[src/rtl/hdmi_mode_sequencer.sv]
// rtl/hdmi_mode_sequencer.sv - NTSC/PAL switch sequencer ahead of the HDMI selection/serialiser stage
//
// Purpose: on a change of pal_mode_req, blank video and mute audio at a line
// boundary, hold the HDMI encoders in reset while the mode flips, then wait
// SETTLE_FRAMES clean frame starts before passing video and audio again.
// Reset performs the same sequence as power-up.
//
// Optional feature macro: HDMI_SEQ_DEBOUNCE_EN (request debounced over
// DEBOUNCE_CYCLES consecutive mismatching cycles before any transition).
//
// Ports:
//   clk_pixel     in   pixel clock, sole clock
//   reset         in   synchronous, active-high
//   pal_mode_req  in   requested mode (1 = PAL, 0 = NTSC)
//   rgb_in[23:0]  in   pixel colour from the VDP
//   cx[11:0]      in   current pixel x from the HDMI stage
//   cy[10:0]      in   current pixel y from the HDMI stage
//   pal_mode      out  active mode to the HDMI stage
//   hdmi_reset    out  reset to the HDMI encoders
//   rgb_out[23:0] out  pixel colour to the HDMI stage
//   audio_mute    out  1 = downstream audio forced to zero
//   busy          out  1 whenever not in RUN
module hdmi_mode_sequencer #(
    parameter int RESET_CYCLES    = 16,
    parameter int SETTLE_FRAMES   = 2,
    parameter int DEBOUNCE_CYCLES = 4
) (
    input  logic        clk_pixel,
    input  logic        reset,
    input  logic        pal_mode_req,
    input  logic [23:0] rgb_in,
    input  logic [11:0] cx,
    input  logic [10:0] cy,
    output logic        pal_mode,
    output logic        hdmi_reset,
    output logic [23:0] rgb_out,
    output logic        audio_mute,
    output logic        busy
);

    // Elaboration-time range guards for the parameters.
    if (RESET_CYCLES < 1 || RESET_CYCLES > 255) begin : g_bad_reset_cycles
        $error("RESET_CYCLES out of range 1..255");
    end
    if (SETTLE_FRAMES < 1 || SETTLE_FRAMES > 15) begin : g_bad_settle_frames
        $error("SETTLE_FRAMES out of range 1..15");
    end
    if (DEBOUNCE_CYCLES < 1 || DEBOUNCE_CYCLES > 15) begin : g_bad_debounce_cycles
        $error("DEBOUNCE_CYCLES out of range 1..15");
    end

    typedef enum logic [1:0] {
        ST_RUN,
        ST_BLANK,
        ST_HOLD_RESET,
        ST_SETTLE
    } state_t;

    // Terminal values: counters stop here, so they can never wrap.
    localparam logic [7:0] RST_LAST    = 8'(RESET_CYCLES - 1);
    localparam logic [3:0] SETTLE_LAST = 4'(SETTLE_FRAMES - 1);

    state_t      state, state_nxt;
    logic [7:0]  rst_cnt, rst_cnt_nxt;
    logic [3:0]  settle_cnt, settle_cnt_nxt;
    logic        origin_d;
    logic        pal_mode_nxt;
    logic        hdmi_reset_nxt;
    logic [23:0] rgb_out_nxt;
    logic        audio_mute_nxt;
    logic        busy_nxt;

    logic at_origin;
    logic fs;
    logic mismatch;
    logic switch_req;

    assign at_origin = (cx == 12'd0) && (cy == 11'd0);
    // Only the first cycle at the origin counts, however long the raster sits there.
    assign fs        = at_origin && !origin_d;
    assign mismatch  = (pal_mode_req != pal_mode);

`ifdef HDMI_SEQ_DEBOUNCE_EN
    localparam logic [3:0] DB_LAST = 4'(DEBOUNCE_CYCLES - 1);

    logic [3:0] db_cnt, db_cnt_nxt;

    // Act on the DEBOUNCE_CYCLES-th consecutive mismatching cycle.
    assign switch_req = mismatch && (db_cnt == DB_LAST);

    always_comb begin
        db_cnt_nxt = 4'd0;
        if (mismatch && !switch_req && state != ST_BLANK) begin
            db_cnt_nxt = db_cnt + 4'd1;
        end
    end

    always_ff @(posedge clk_pixel) begin
        if (reset) begin
            db_cnt <= 4'd0;
        end else begin
            db_cnt <= db_cnt_nxt;
        end
    end
`else
    assign switch_req = mismatch;
`endif

    always_ff @(posedge clk_pixel) begin
        if (reset) begin
            state      <= ST_HOLD_RESET;
            pal_mode   <= pal_mode_req;
            hdmi_reset <= 1'b1;
            rgb_out    <= 24'h000000;
            audio_mute <= 1'b1;
            busy       <= 1'b1;
            rst_cnt    <= 8'd0;
            settle_cnt <= 4'd0;
            origin_d   <= 1'b0;
        end else begin
            state      <= state_nxt;
            pal_mode   <= pal_mode_nxt;
            hdmi_reset <= hdmi_reset_nxt;
            rgb_out    <= rgb_out_nxt;
            audio_mute <= audio_mute_nxt;
            busy       <= busy_nxt;
            rst_cnt    <= rst_cnt_nxt;
            settle_cnt <= settle_cnt_nxt;
            origin_d   <= at_origin;
        end
    end

    // Next-state and next-output logic; the *_nxt values are what the
    // outputs hold in the cycle after the edge.
    always_comb begin
        state_nxt      = state;
        rst_cnt_nxt    = rst_cnt;
        settle_cnt_nxt = settle_cnt;
        pal_mode_nxt   = pal_mode;
        hdmi_reset_nxt = 1'b0;
        rgb_out_nxt    = 24'h000000;
        audio_mute_nxt = 1'b1;
        busy_nxt       = 1'b1;

        case (state)
            ST_RUN: begin
                rgb_out_nxt    = rgb_in;
                audio_mute_nxt = 1'b0;
                busy_nxt       = 1'b0;
                if (switch_req) begin
                    state_nxt      = ST_BLANK;
                    rgb_out_nxt    = 24'h000000;
                    audio_mute_nxt = 1'b1;
                    busy_nxt       = 1'b1;
                end
            end

            ST_BLANK: begin
                // Switch at a line start even if the request has reverted,
                // so the encoders always see a clean reset.
                if (cx == 12'd0) begin
                    state_nxt      = ST_HOLD_RESET;
                    pal_mode_nxt   = pal_mode_req;
                    rst_cnt_nxt    = 8'd0;
                    hdmi_reset_nxt = 1'b1;
                end
            end

            ST_HOLD_RESET: begin
                hdmi_reset_nxt = 1'b1;
                if (switch_req) begin
                    // A new request restarts the full hold with the new mode.
                    pal_mode_nxt = pal_mode_req;
                    rst_cnt_nxt  = 8'd0;
                end else if (rst_cnt == RST_LAST) begin
                    state_nxt      = ST_SETTLE;
                    hdmi_reset_nxt = 1'b0;
                    settle_cnt_nxt = 4'd0;
                end else begin
                    rst_cnt_nxt = rst_cnt + 8'd1;
                end
            end

            ST_SETTLE: begin
                if (switch_req) begin
                    state_nxt      = ST_HOLD_RESET;
                    pal_mode_nxt   = pal_mode_req;
                    rst_cnt_nxt    = 8'd0;
                    settle_cnt_nxt = 4'd0;
                    hdmi_reset_nxt = 1'b1;
                end else if (fs) begin
                    if (settle_cnt == SETTLE_LAST) begin
                        state_nxt      = ST_RUN;
                        settle_cnt_nxt = 4'd0;
                        audio_mute_nxt = 1'b0;
                        busy_nxt       = 1'b0;
                    end else begin
                        settle_cnt_nxt = settle_cnt + 4'd1;
                    end
                end
            end

            default: begin
                state_nxt      = ST_HOLD_RESET;
                rst_cnt_nxt    = 8'd0;
                hdmi_reset_nxt = 1'b1;
            end
        endcase
    end

endmodule

[config.mk]
export PLATFORM = sky130hd
export DESIGN_NAME = hdmi_mode_sequencer
export DESIGN_NICKNAME = d
export VERILOG_FILES = /design/src/rtl/hdmi_mode_sequencer.sv
export SDC_FILE = /design/constraint.sdc
export NUM_CORES = 1
export LEC_CHECK = 0
export BUFFER_PORTS_ARGS = -buffer_cell sky130_fd_sc_hd__buf_4
export CAP_MARGIN = 5
export CORE_MARGIN = 4
export CORE_UTILIZATION = 45
export DETAILED_ROUTE_END_ITERATION = 8
export HOLD_SLACK_MARGIN = 0.12
export PLACE_DENSITY = 0.76
export SLEW_MARGIN = 20
export SYNTH_ARGS = -nofsm -noshare
export SYNTH_HDL_FRONTEND = slang
export SYNTH_SLANG_ARGS = --single-unit
export TNS_END_PERCENT = 1
[constraint.sdc]
create_clock -name clk_pixel -period 2.2 [get_ports clk_pixel]
set_input_delay 0.11 -clock clk_pixel [delete_from_list [all_inputs] [get_ports clk_pixel]]
set_output_delay 0.11 -clock clk_pixel [all_outputs]
set_load 0.005 [all_outputs]
[Word level (Yosys, flattened, before mapping)]
Index checks and enable logic that the tools add are counted.
Word-level totals
  register bits: 42
  input port bits: 50
  output and inout port bits: 28
  logic and storage cells: 74
Cells by class
  add/subtract/negate cells: 2
  equal/unequal tests: 16
  mux-type cells: 32
  bitwise logic cells: 1
  reductions and logical operators: 15
Operators with widths (number)
  2-to-1 mux 8 bit: 4
  one-hot mux 8 bit (3 select lines): 1
  2-to-1 mux 4 bit: 5
  2-to-1 mux 2 bit: 7
  logical NOT 12 bit: 1
  != test 3 bit (second input constant): 4
  logical NOT 11 bit: 1
  2-to-1 mux 1 bit: 10
  != test 2 bit (second input constant): 5
  adder 8 x 1 -> 8 bit (second input constant): 1
  == test 8 x 4 -> 1 bit (second input constant): 1
  one-hot mux 2 bit (4 select lines): 1
  one-hot mux 4 bit (2 select lines): 1
  AND reduction 4 bit: 2
  AND reduction 6 bit: 1
  nonzero test 3 bit: 2
  adder 4 x 1 -> 4 bit (second input constant): 1
  == test 2 bit (second input constant): 2
  == test 4 x 1 -> 1 bit (second input constant): 1
  one-hot mux 1 bit (2 select lines): 2
  != test 3 x 1 -> 1 bit (second input constant): 1
  one-hot mux 1 bit (3 select lines): 1
  AND reduction 3 bit: 1
  OR reduction 3 bit: 1
  8 further kinds: 9

[Logic depth before layout (Yosys ltp)]
Gate-level depths: netlist (run 1).
  depth after elaboration: 6
  mapped depth: 8
  mapped depth without buffers: 7

[Worst setup path after synthesis (run 1)]
No wires, ideal clock.
  path kind: reg2reg
  start: reg state[1]
  end: reg state[1]
  setup time: 122 ps
  data arrival time: 1701 ps
  required time: 2078 ps
  path slack: 377 ps
  stages on the path, launching flop included: 8
  path buffers: 1
  period minus slack after synthesis: 1823 ps
  cell sequence: dfxtp_1 ha_1 clkbuf_2 inv_1 or3_4 and3_4 and2_4 a311o_1
Between the ends
  word-level cells in the longest chain between the ends: 3
  elaborated cells on any way between the ends: 12
  those cells by class: eq/ne: 9; mux: 1; reduce/logical: 2
Ends and longest elaborated chain
  start: declaration: line 63  | state_t state, state_nxt;
  start signal: assignment: line 121  | state <= state_nxt;
  == test 2 bit (tied with other cells): line 145  | case (state)
  != test 3 bit (no source line) / != test 2 bit (equally long branches)
  AND reduction 6 bit (no source line)
Parallel ways exist; a longest one is shown, timed or not.
A chain may end at the register's enable or synchronous reset.

[Final worst setup path (run 1)]
  start: reg rst_cnt[0]
  end: reg rst_cnt[6]
Between the ends
  word-level cells in the longest chain between the ends: 4
  elaborated cells on any way between the ends: 7
  those cells by class: add/sub: 1; eq/ne: 2; mux: 3; reduce/logical: 1
Ends and longest elaborated chain
  start: declaration: line 64  | logic [7:0] rst_cnt, rst_cnt_nxt;
  start signal: assignment: line 127  | rst_cnt <= rst_cnt_nxt;
  adder 8 x 1 -> 8 bit: line 180  | rst_cnt_nxt = rst_cnt + 8'd1;
  2-to-1 mux 8 bit: line 175  | end else if (rst_cnt == RST_LAST) begin
  2-to-1 mux 8 bit: line 171  | if (switch_req) begin
  one-hot mux 8 bit (3 select lines): line 145
Parallel ways exist; a longest one is shown, timed or not. The select of a mux whose other input is x is not followed.

==> results of run 1 <==
worst min-delay path, stage by stage:
cell	delay, ns
buf_4	0.07
nor4_1	0.05
nand3_1	0.10
nor2_1	0.08
nand3_1	0.07
mux2i_1	0.06
layer usage:
metal / vias up / share of wire / global-route usage
li1: 888 / - / -
met2: 96 / 0.41 / 0.3064
met4: 0 / 0.013 / 0.07787
met3: 7 / 0.16 / 0.1219
met5: - / 0 / 0
met1: 792 / 0.41 / 0.2150
sequential cells by signal (all words and copies together) (netlist names):
name and flops:
hdmi_reset 1, state 2, busy 1, rgb_out 24, settle_cnt 4, origin_d 1, pal_mode 1, rst_cnt 8
stage by stage:
stage	hold slack (ns)	cells
6_report	0.2992	350
5_1_grt	0.3450	350
4_1_cts	0.2975	350
3_5_place_dp	0.3137	315
3_3_place_gp	0.3107	315
2_1_floorplan	0.2089	192
report_power, final:
| group | leakage [nW] | internal, W | switching (W) | total, W |
|---|---|---|---|---|
| logic | 0.850 | 0.000459 | 0.000504 | 0.000963 |
| registers | 0.342 | 0.000845 | 0.0000468 | 0.000892 |
| clock network | 0.0496 | 0.000293 | 0.000270 | 0.000563 |
| total | 1.24 | 0.00160 | 0.000821 | 0.00242 |
logic make-up (layout without fill, tap and decap cells):
| family | count (synthesis) | in the layout | share of synthesized area |
|---|---|---|---|
| adder cells (fa/ha/maj) | 7 | 7 | 0.04695 |
| buffers and inverters | 16 | 124 | 0.03889 |
| AND/OR/NAND/NOR | 88 | 88 | 0.2998 |
| flip-flops | 42 | 42 | 0.4561 |
| AO/OA/AOI/OAI | 33 | 33 | 0.1241 |
| multiplexers | 3 | 3 | 0.01610 |
| XOR/XNOR | 3 | 3 | 0.01811 |
area by class of cell:
cell class              count  area (sq um)  share of cell area
multi-input cells         134         942.2              0.3288
well taps                  50         62.56             0.02183
clock inverters             1         7.507            0.002620
inverters                   9         33.78             0.01179
flip-flops and latches     42         850.8              0.2969
repair buffers            107         870.8              0.3039
clock buffers               7         97.59             0.03406
synth_stat cells (all sizes together) (7+ instances only):
library cell	count
or3	7
nand3	12
and2	25
nand2	9
ha	7
o21ai	7
nor4	7
dfxtp	41
nor2	9
a21oi	10
inv	9
layout by cell type (no fill, tap or decap), drive strengths merged, types with 4 or more instances in the layout:
master and count:
a31oi 4, or3 7, dfxtp 41, nand3 12
buf 80, a21oi 10, and2 25, and3 5
o21ai 7, dlygate4sd3 27, nor4 7, nor2 9
clkbuf 7, nand2 9, ha 7, inv 9
path summary, 6_finish.rpt:
path / to / slack (ns) / cells after the start / startpoint
setup / recovery: rst_cnt[6] / 0.20 / 6 / rst_cnt[0]
hold / removal: settle_cnt[0] / 0.30 / 6 / cy[4]
setup reg to reg: rst_cnt[6] / 0.20 / 6 / rst_cnt[0]
hold reg to reg: rst_cnt[7] / 0.50 / 2 / rst_cnt[7]
==> out/metrics.csv, run 1 <==
metric,value,unit
fmax,0.4991,GHz
crit_slowest_cell,or4_1,
ant_nets,0,
avgSynthCellArea,9.716,sq um
yosysWarnings,0,
nets,356,
globalplace.congestion,0.9324,
vias_per_cell,5.094,
ys_async_sr_fraction,0,
start_kind,flip-flop,
clkSinkCount,42,
synth.ff_latch_count,42,
final_core_util,0.7163,
critical-path-top-delay-family,simple AND/OR/NAND/NOR gates,
crit_type,reg -> reg,
start_util,0.4664,
critPathCaptureType,flip-flop,
dr.pass1.iters,4,
period_share,0.9108,
clk_latency,0.29,ns
rsz0062_at_grt,false,
fin_ws,0.1963,ns
postCtsHoldBufs,27,
post_dp_cell_area,2490,sq um
maxSlewHeadroom,0.6942,
root_buffer,clkbuf_8,
max_cap_viol_count,0,
arrival,2.23,ns
post_cts_buffers,0,
drcViolationCount,0,
dp_hpwl,3284,um
synth.cell_area,1866,sq um
vias,1783,
wl_per_cell,14.05,um
tritoncts,built,
die_y,72.39,um
power_density,843.6,nW/um^2
synth.area.top_cells,"dfxtp_1 (44%), and2_1 (8.0%), ha_1 (4.7%), nor4_4 (3.4%), nand3_1 (3.2%)",
design_area,2865,sq um
drive_gt1_frac,0.3367,
path_cells,ha_1 > and3_1 > a31oi_1 > o211ai_4 > or4_1 > a21oi_1,
hp-class,in -> reg,
path_max_fanout,14,
grt_max_degree,25,
grt_pass1_vias,1804,
p_leak,1.242,nW
cp.buffers_inverters,0,
synth_cells,192,
fin_crit,2.004,ns
htreeDepth,2,
fillCellCount,272,
place_ws,0.2292,ns
numCtsBuffers,5,
yosys.area.top_type,dfxtp_1,
cts_buffer_depth,2,
status,"complete, no violations",
postCtsResizedCells,0,
hold_violations,0,
wl,4918,um
fin_skew,0.003922,ns
grt_pass1_wl,7969,um
tns,0,ns
ir_drop,0.6193,mV
ys_seq_area_frac,0.4561,
grt-ovfl-total,0,
fp-row-count,23,
synth_edf_count,1,
critical_path_required,2.43,ns
num_antenna_cells,0,
portBuffers,77,
worstMarginPinSlew,0.4545,ns
drv_slew,0,
area_growth,53.59,%
synthFlopType,dfxtp_1,
grt_use_total,0.1962,
dieArea,5240,sq um
io_pins,78,
yosysUniqueCellTypes,48,
slowest_delay,0.50,ns
dieWidth,72.39,um
clk_pin_slew,0.08,ns
syn_nets,249,
antenna_found_initial,0,
drtIter0Drc,67,
power.total,0.002417,W
setup_viol,0,
synthDominantCellAreaShare,0.4400,
core_area,4000,sq um
No activity file was read; power rests on OpenSTA's default activity.
==> inputs of run 2 (changes only) <==
--- a/config.mk
+++ b/config.mk
@@ -6,9 +6,10 @@
 export NUM_CORES = 1
 export LEC_CHECK = 0
 export BUFFER_PORTS_ARGS = -buffer_cell sky130_fd_sc_hd__buf_4
-export CAP_MARGIN = 5
+export CAP_MARGIN = 20
 export CORE_MARGIN = 4
 export CORE_UTILIZATION = 45
+export CTS_CLUSTER_DIAMETER = 60
 export DETAILED_ROUTE_END_ITERATION = 8
 export HOLD_SLACK_MARGIN = 0.12
 export PLACE_DENSITY = 0.76
==> constraint.sdc (replaced) <==
create_clock -name clk_pixel -period 2.4 [get_ports clk_pixel]
set_input_delay 0.12 -clock clk_pixel [delete_from_list [all_inputs] [get_ports clk_pixel]]
set_output_delay 0.12 -clock clk_pixel [all_outputs]
set_load 0.005 [all_outputs]
==> run 2 against run 1 <==
Compared with the run above:
- clock skew rose by 0.0024 ns
- fmax is 1.4% higher
- total power shrank 9.2%
- highest routed layer unchanged
- register-to-register slack improved by 0.23 ns
- routed wire length grew 0.41%
- hold slack better by 0.021 ns
- sequential share of layout area rose by 0.078 points
- critical path type unchanged
==> out/metrics.csv, run 2 (synthesis gave the netlist of run 1 again) <==
metric,value,unit,change
status,"complete, no violations",,unchanged
final_common_cell,buf_4,,unchanged
holdCritStartpoint,cy[4],,unchanged
dr.pass1.iters,5,,was 4
met2_usage,0.3054,,was 0.3064
hp-class,in -> reg,,unchanged
rsz0062_at_grt,false,,unchanged
crit_slowest_cell,or3_4,,was or4_1
ff2ff_setup_slack,0.42,ns,was 0.20 ns
drtIter0Drc,72,,was 67
critical_path_required,2.58,ns,was 2.43 ns
crit_type,reg -> reg,,unchanged
portBuffers,77,,unchanged
period_share,0.8236,,was 0.9108
htreeDepth,2,,unchanged
ant_nets,0,,unchanged
worstMarginPinSlew,0.4632,ns,was 0.4545 ns
root_buffer,clkbuf_8,,unchanged
grt_max_degree,25,,unchanged
start_util,0.4664,,unchanged
io_pins,78,,unchanged
largest-register,rgb_out,,unchanged
vias_per_cell,5.181,,was 5.094
use_met1,0.2298,,was 0.2150
dp_hpwl,3231,um,was 3284 um
largest_reg_flops,24,,unchanged
fmax,0.5059,GHz,was 0.4991 GHz
grt_pass1_wl,8142,um,was 7969 um
area_growth,53.19,%,was 53.59%
swShare,0.3375,,was 0.3395
post_cts_buffers,0,,unchanged
cts_buffer_depth,2,,unchanged
power.total,0.002194,W,was 0.002417 W
rr_startpoint,state[1],,was rst_cnt[0]
maxSlewHeadroom,0.6883,,was 0.6942
core_area,4000,sq um,unchanged
fin_skew,0.006343,ns,was 0.003922 ns
clk_pin_slew,0.08,ns,about the same
tritoncts,built,,unchanged
dieWidth,72.39,um,unchanged
wl_per_cell,14.15,um,was 14.05 um
die_y,72.39,um,unchanged
clkPwrFrac,0.239,,was 0.233
start_kind,flip-flop,,unchanged
layout_top_registers,"rgb_out (24), rst_cnt (8), settle_cnt (4)",,unchanged
p_int,0.001453,W,was 0.001596 W
fillCellCount,288,,was 272
p_switching,0.0007404,W,was 0.0008206 W
dieArea,5240,sq um,unchanged
fp-row-count,23,,unchanged
hold_violations,0,,unchanged
nets,355,,was 356
grt-ovfl-total,0,,unchanged
vias,1808,,"was 1,783"
arrival,2.16,ns,was 2.23 ns
p_leak,1.237,nW,was 1.242 nW
p_seq_frac,0.372,,was 0.369
met3_usage,0.1080,,was 0.1219
slowest_delay,0.41,ns,was 0.50 ns
clkSinkCount,42,,unchanged
pwr-share-comb,0.389,,was 0.398
numCtsBuffers,5,,unchanged
drcViolationCount,0,,unchanged
crit_start,state[1],,was rst_cnt[0]
tns,0,ns,unchanged
critPathCaptureType,flip-flop,,unchanged
path_max_fanout,10,,was 14
max_cap_viol_count,0,,unchanged
power_density,767.6,nW/um^2,was 843.6 nW/um^2
ir_drop,0.5944,mV,was 0.6193 mV
grt_pass1_vias,1830,,"was 1,804"
path_cells,ha_1 > inv_1 > or3_4 > and3_4 > and2_4 > a311o_1,,was ha_1 > and3_1 > a31oi_1 > o211ai_4 > or4_1 > a21oi_1
drive_gt1_frac,0.3344,,was 0.3367
grt_busiest_layer,met2,,unchanged
most-common-layout-cells,"buf_4 (79), dfxtp_1 (41), dlygate4sd3_1 (27)",,"was buf_4 (80), dfxtp_1 (41), dlygate4sd3_1 (27)"
drv_slew,0,,unchanged
num_antenna_cells,0,,unchanged
clk_latency,0.30,ns,was 0.29 ns
fin_crit,1.977,ns,was 2.004 ns
grt_use_total,0.1980,,was 0.1962
antenna_found_initial,0,,unchanged
globalplace.congestion,0.9373,,was 0.9324
wl,4938,um,was 4918 um
setup_viol,0,,unchanged
[run 2: cell types whose count changed in the layout (fill, tap and decap cells not counted), sizes merged]
cell / previous run / this run
buf: 80 / 79
[run 2: routing by layer]
metal	wire, um	share of wire	up-vias
met5	0	0	-
met4	65	0.013	0
met3	744	0.15	6
met2	2040	0.41	90
met1	2089	0.42	824
li1	-	-	888
[run 2: final cells by class]
class	count	area, sq um	area share
well taps	50	62.56	0.02189
clock buffers	7	97.59	0.03415
repair buffers	106	863.3	0.3021
multi-input cells	134	942.2	0.3297
inverters	9	33.78	0.01182
flip-flops and latches	42	850.8	0.2977
clock inverters	1	7.507	0.002627
[run 2: critical path: cells and delay by family, from the launching register on]
family          cells  cell delay (ns)
compound gates      1             0.30
fa+ha+maj           1             0.34
buf+inv             1             0.10
flops               1             0.39
simple gates        3             0.74
[run 2: power groups by stage]
| stage | clock network, W | registers (W) | logic [W] |
|---|---|---|---|
| 4_1_cts | 0.000526 | 0.000817 | 0.000841 |
| 5_1_grt | 0.000556 | 0.000826 | 0.000939 |
| 2_1_floorplan | 0 | 0.000833 | 0.000591 |
| 3_5_place_dp | 0 | 0.000832 | 0.000803 |
| 3_3_place_gp | 0 | 0.000828 | 0.000796 |
| 6_report | 0.000524 | 0.000817 | 0.000853 |
[run 2: repair_timing]
| action | in CTS | in global routing |
|---|---|---|
| resized for setup | 0 | 0 |
| hold endpoints to repair | 27 | 0 |
| hold buffers | 27 | 0 |
[run 2: through the flow]
stage               hold WS, ns  area (sq um)    util  instances  worst slack, ns
CTS                      0.3099          2858  0.7144        349           0.4245
detailed placement       0.3237          2482  0.6206        314           0.4340
global placement         0.3208          2482  0.6206        314           0.5017
floorplan                0.2189          1866       -        192           0.5772
finish                   0.3198          2858  0.7144        349           0.4233
global route             0.3867          2858  0.7144        349           0.3238
[run 2: path summary, 6_finish.rpt]
path,to,depth (start not counted)
worst max register to register,state[1],6
worst min register to register,rst_cnt[7],2
worst min-delay path,settle_cnt[0],6
worst max-delay path,state[1],6
==> inputs of run 3 (changes only) <==
--- a/config.mk
+++ b/config.mk
@@ -8,7 +8,7 @@
 export BUFFER_PORTS_ARGS = -buffer_cell sky130_fd_sc_hd__buf_4
 export CAP_MARGIN = 20
 export CORE_MARGIN = 4
-export CORE_UTILIZATION = 45
+export CORE_UTILIZATION = 43
 export CTS_CLUSTER_DIAMETER = 60
 export DETAILED_ROUTE_END_ITERATION = 8
 export HOLD_SLACK_MARGIN = 0.12
==> constraint.sdc (replaced) <==
create_clock -name clk_pixel -period 1.7 [get_ports clk_pixel]
set_input_delay 0.085 -clock clk_pixel [delete_from_list [all_inputs] [get_ports clk_pixel]]
set_output_delay 0.085 -clock clk_pixel [all_outputs]
set_load 0.005 [all_outputs]
==> run 3 against run 2 <==
Compared with the run above:
- the flow now finishes with violations (negative setup slack)
- setup slack lost 0.44 ns
- sequential power rose by 44%
- sequential share of layout area fell by 2.4 points
- critical path type unchanged
- largest power group unchanged
==> out/metrics.csv, run 3 (synthesis gave the netlist of run 1 again) <==
metric,value,unit,change
p_leak,1.370,nW,was 1.237 nW
largest-register,rgb_out,,unchanged
grt_pass1_wl,8349,um,was 8142 um
critical_path_required,1.89,ns,was 2.58 ns
area_growth,68.54,%,was 53.19%
max_cap_viol_count,0,,unchanged
tritoncts,built,,unchanged
start_kind,flip-flop,,unchanged
io_pins,78,,unchanged
ant_nets,0,,unchanged
worstMarginPinSlew,0.4478,ns,was 0.4632 ns
ir_drop,0.9473,mV,was 0.5944 mV
vias_per_cell,5.081,,was 5.181
numCtsBuffers,5,,unchanged
grt_pass1_vias,1919,,"was 1,830"
fin_crit,1.712,ns,was 1.977 ns
arrival,1.90,ns,was 2.16 ns
hp-class,in -> reg,,unchanged
start_util,0.4565,,was 0.4664
portBuffers,77,,unchanged
nets,377,,was 355
fillCellCount,273,,was 288
grt_max_degree,25,,unchanged
power_density,1111,nW/um^2,was 767.6 nW/um^2
clkSinkCount,42,,unchanged
slowest_delay,0.47,ns,was 0.41 ns
dp_hpwl,3500,um,was 3231 um
wl,5439,um,was 4938 um
hold_violations,0,,unchanged
grt-ovfl-total,0,,unchanged
dr.pass1.iters,4,,was 5
power.total,0.003492,W,was 0.002194 W
path_cells,xor2_2 > or3_4 > and3_4 > and2_4 > a311o_1,,was ha_1 > inv_1 > or3_4 > and3_4 > and2_4 > a311o_1
period_share,1.007,,was 0.8236
dieWidth,73.87,um,was 72.39 um
crit_type,reg -> reg,,unchanged
drv_slew,0,,unchanged
root_buffer,clkbuf_8,,unchanged
path_max_fanout,4,,was 10
core_area,4086,sq um,was 4000 sq um
fin_skew,0.004734,ns,was 0.006343 ns
maxSlewHeadroom,0.6987,,was 0.6883
drtIter0Drc,61,,was 72
die_y,73.87,um,was 72.39 um
most-common-layout-cells,"buf_4 (97), dfxtp_1 (36), dlygate4sd3_1 (29)",,"was buf_4 (79), dfxtp_1 (41), dlygate4sd3_1 (27)"
final_common_cell,buf_4,,unchanged
wl_per_cell,14.66,um,was 14.15 um
drive_gt1_frac,0.4330,,was 0.3344
fin_ws,-0.01212,ns,was 0.4233 ns
failed_checks,negative setup slack,,
fmax,0.5841,GHz,was 0.5059 GHz
layout_top_registers,"rgb_out (24), rst_cnt (8), settle_cnt (4)",,unchanged
critical-path-top-delay-family,simple AND/OR/NAND/NOR gates,,unchanged
cts_buffer_depth,2,,unchanged
status,"finished, violations left",,"was complete, no violations"
fp-row-count,23,,unchanged
vias,1885,,"was 1,808"
rsz0062_at_grt,true,,was false
clk_pin_slew,0.08,ns,about the same
drcViolationCount,0,,unchanged
globalplace.congestion,0.8992,,was 0.9373
crit_slowest_cell,edfxtp_1,,was or3_4
dieArea,5456,sq um,was 5240 sq um
critPathCaptureType,flip-flop,,unchanged
hold_slack,0.1405,ns,was 0.3198 ns
htreeDepth,2,,unchanged
grt_use_total,0.1993,,was 0.1980
clk_latency,0.30,ns,about the same
num_antenna_cells,0,,unchanged
cp.buffers_inverters,0,,was 1
antenna_found_initial,0,,unchanged
setup_viol,1,,was 0
largest_reg_flops,24,,unchanged
==> run 3: cell type report <==
type                            instances  area [sq um]  share of cell area
Tap cell                               50         62.56             0.01990
Timing Repair Buffer                  128          1041              0.3311
Sequential cell                        42         862.1              0.2742
Clock inverter                          2         15.01            0.004775
Multi-Input combinational cell        134          1047              0.3331
Inverter                                9         33.78             0.01074
Clock buffer                            6         82.58             0.02626
==> run 3: what timing repair did <==
item,4_1_cts,5_1_grt
hold endpoints to repair,30,0
pin swaps,4,7
setup buffers,2,0
setup endpoints to repair,9,13
hold buffers,29,0
resized for setup,8,18
==> run 3: worst paths after layout <==
kind,startpoint,to,slack [ns],cells past startpoint
min,cx[10],origin_d,0.14,4
max,pal_mode,state[1],-0.01,5
max reg2reg,pal_mode,state[1],-0.01,5
min reg2reg,rst_cnt[3],rst_cnt[3],0.53,2
==> run 3: worst reg2reg max path: cells and delay by family, from the launching register on <==
family	cells	cell delay, ns
XOR/XNOR	1	0.19
AO/OA/AOI/OAI	1	0.25
AND/OR/NAND/NOR	3	0.71
flip-flops	1	0.47
==> run 3: where the power goes <==
part           internal, W  switching, W  total, W
combinational     0.000835      0.000770   0.00161
clock             0.000336      0.000368  0.000703
sequential         0.00111     0.0000733   0.00118
total              0.00228       0.00121   0.00349
==> run 3: layer usage <==
layer / vias to the layer above / track usage / routed length, um
met4: 0 / 0.09054 / 99
met5: - / 0 / 0
met2: 87 / 0.3002 / 2344
li1: 936 / - / -
met1: 854 / 0.2170 / 2093
met3: 8 / 0.1313 / 903
==> run 3: metrics by stage <==
| step | util | cells | setup TNS, ns | area [sq um] | setup WS, ns |
|---|---|---|---|---|---|
| after detailed placement | 0.6457 | 332 | -0.2801 | 2639 | -0.06246 |
| final | 0.7694 | 371 | -0.01212 | 3144 | -0.01212 |
| after global placement | 0.6457 | 332 | -0.01664 | 2639 | -0.01664 |
| after floorplan | - | 192 | -0.02271 | 1896 | -0.01009 |
| after CTS | 0.7520 | 371 | -0.004020 | 3073 | -0.004020 |
| after global routing | 0.7694 | 371 | -0.3023 | 3144 | -0.07588 |
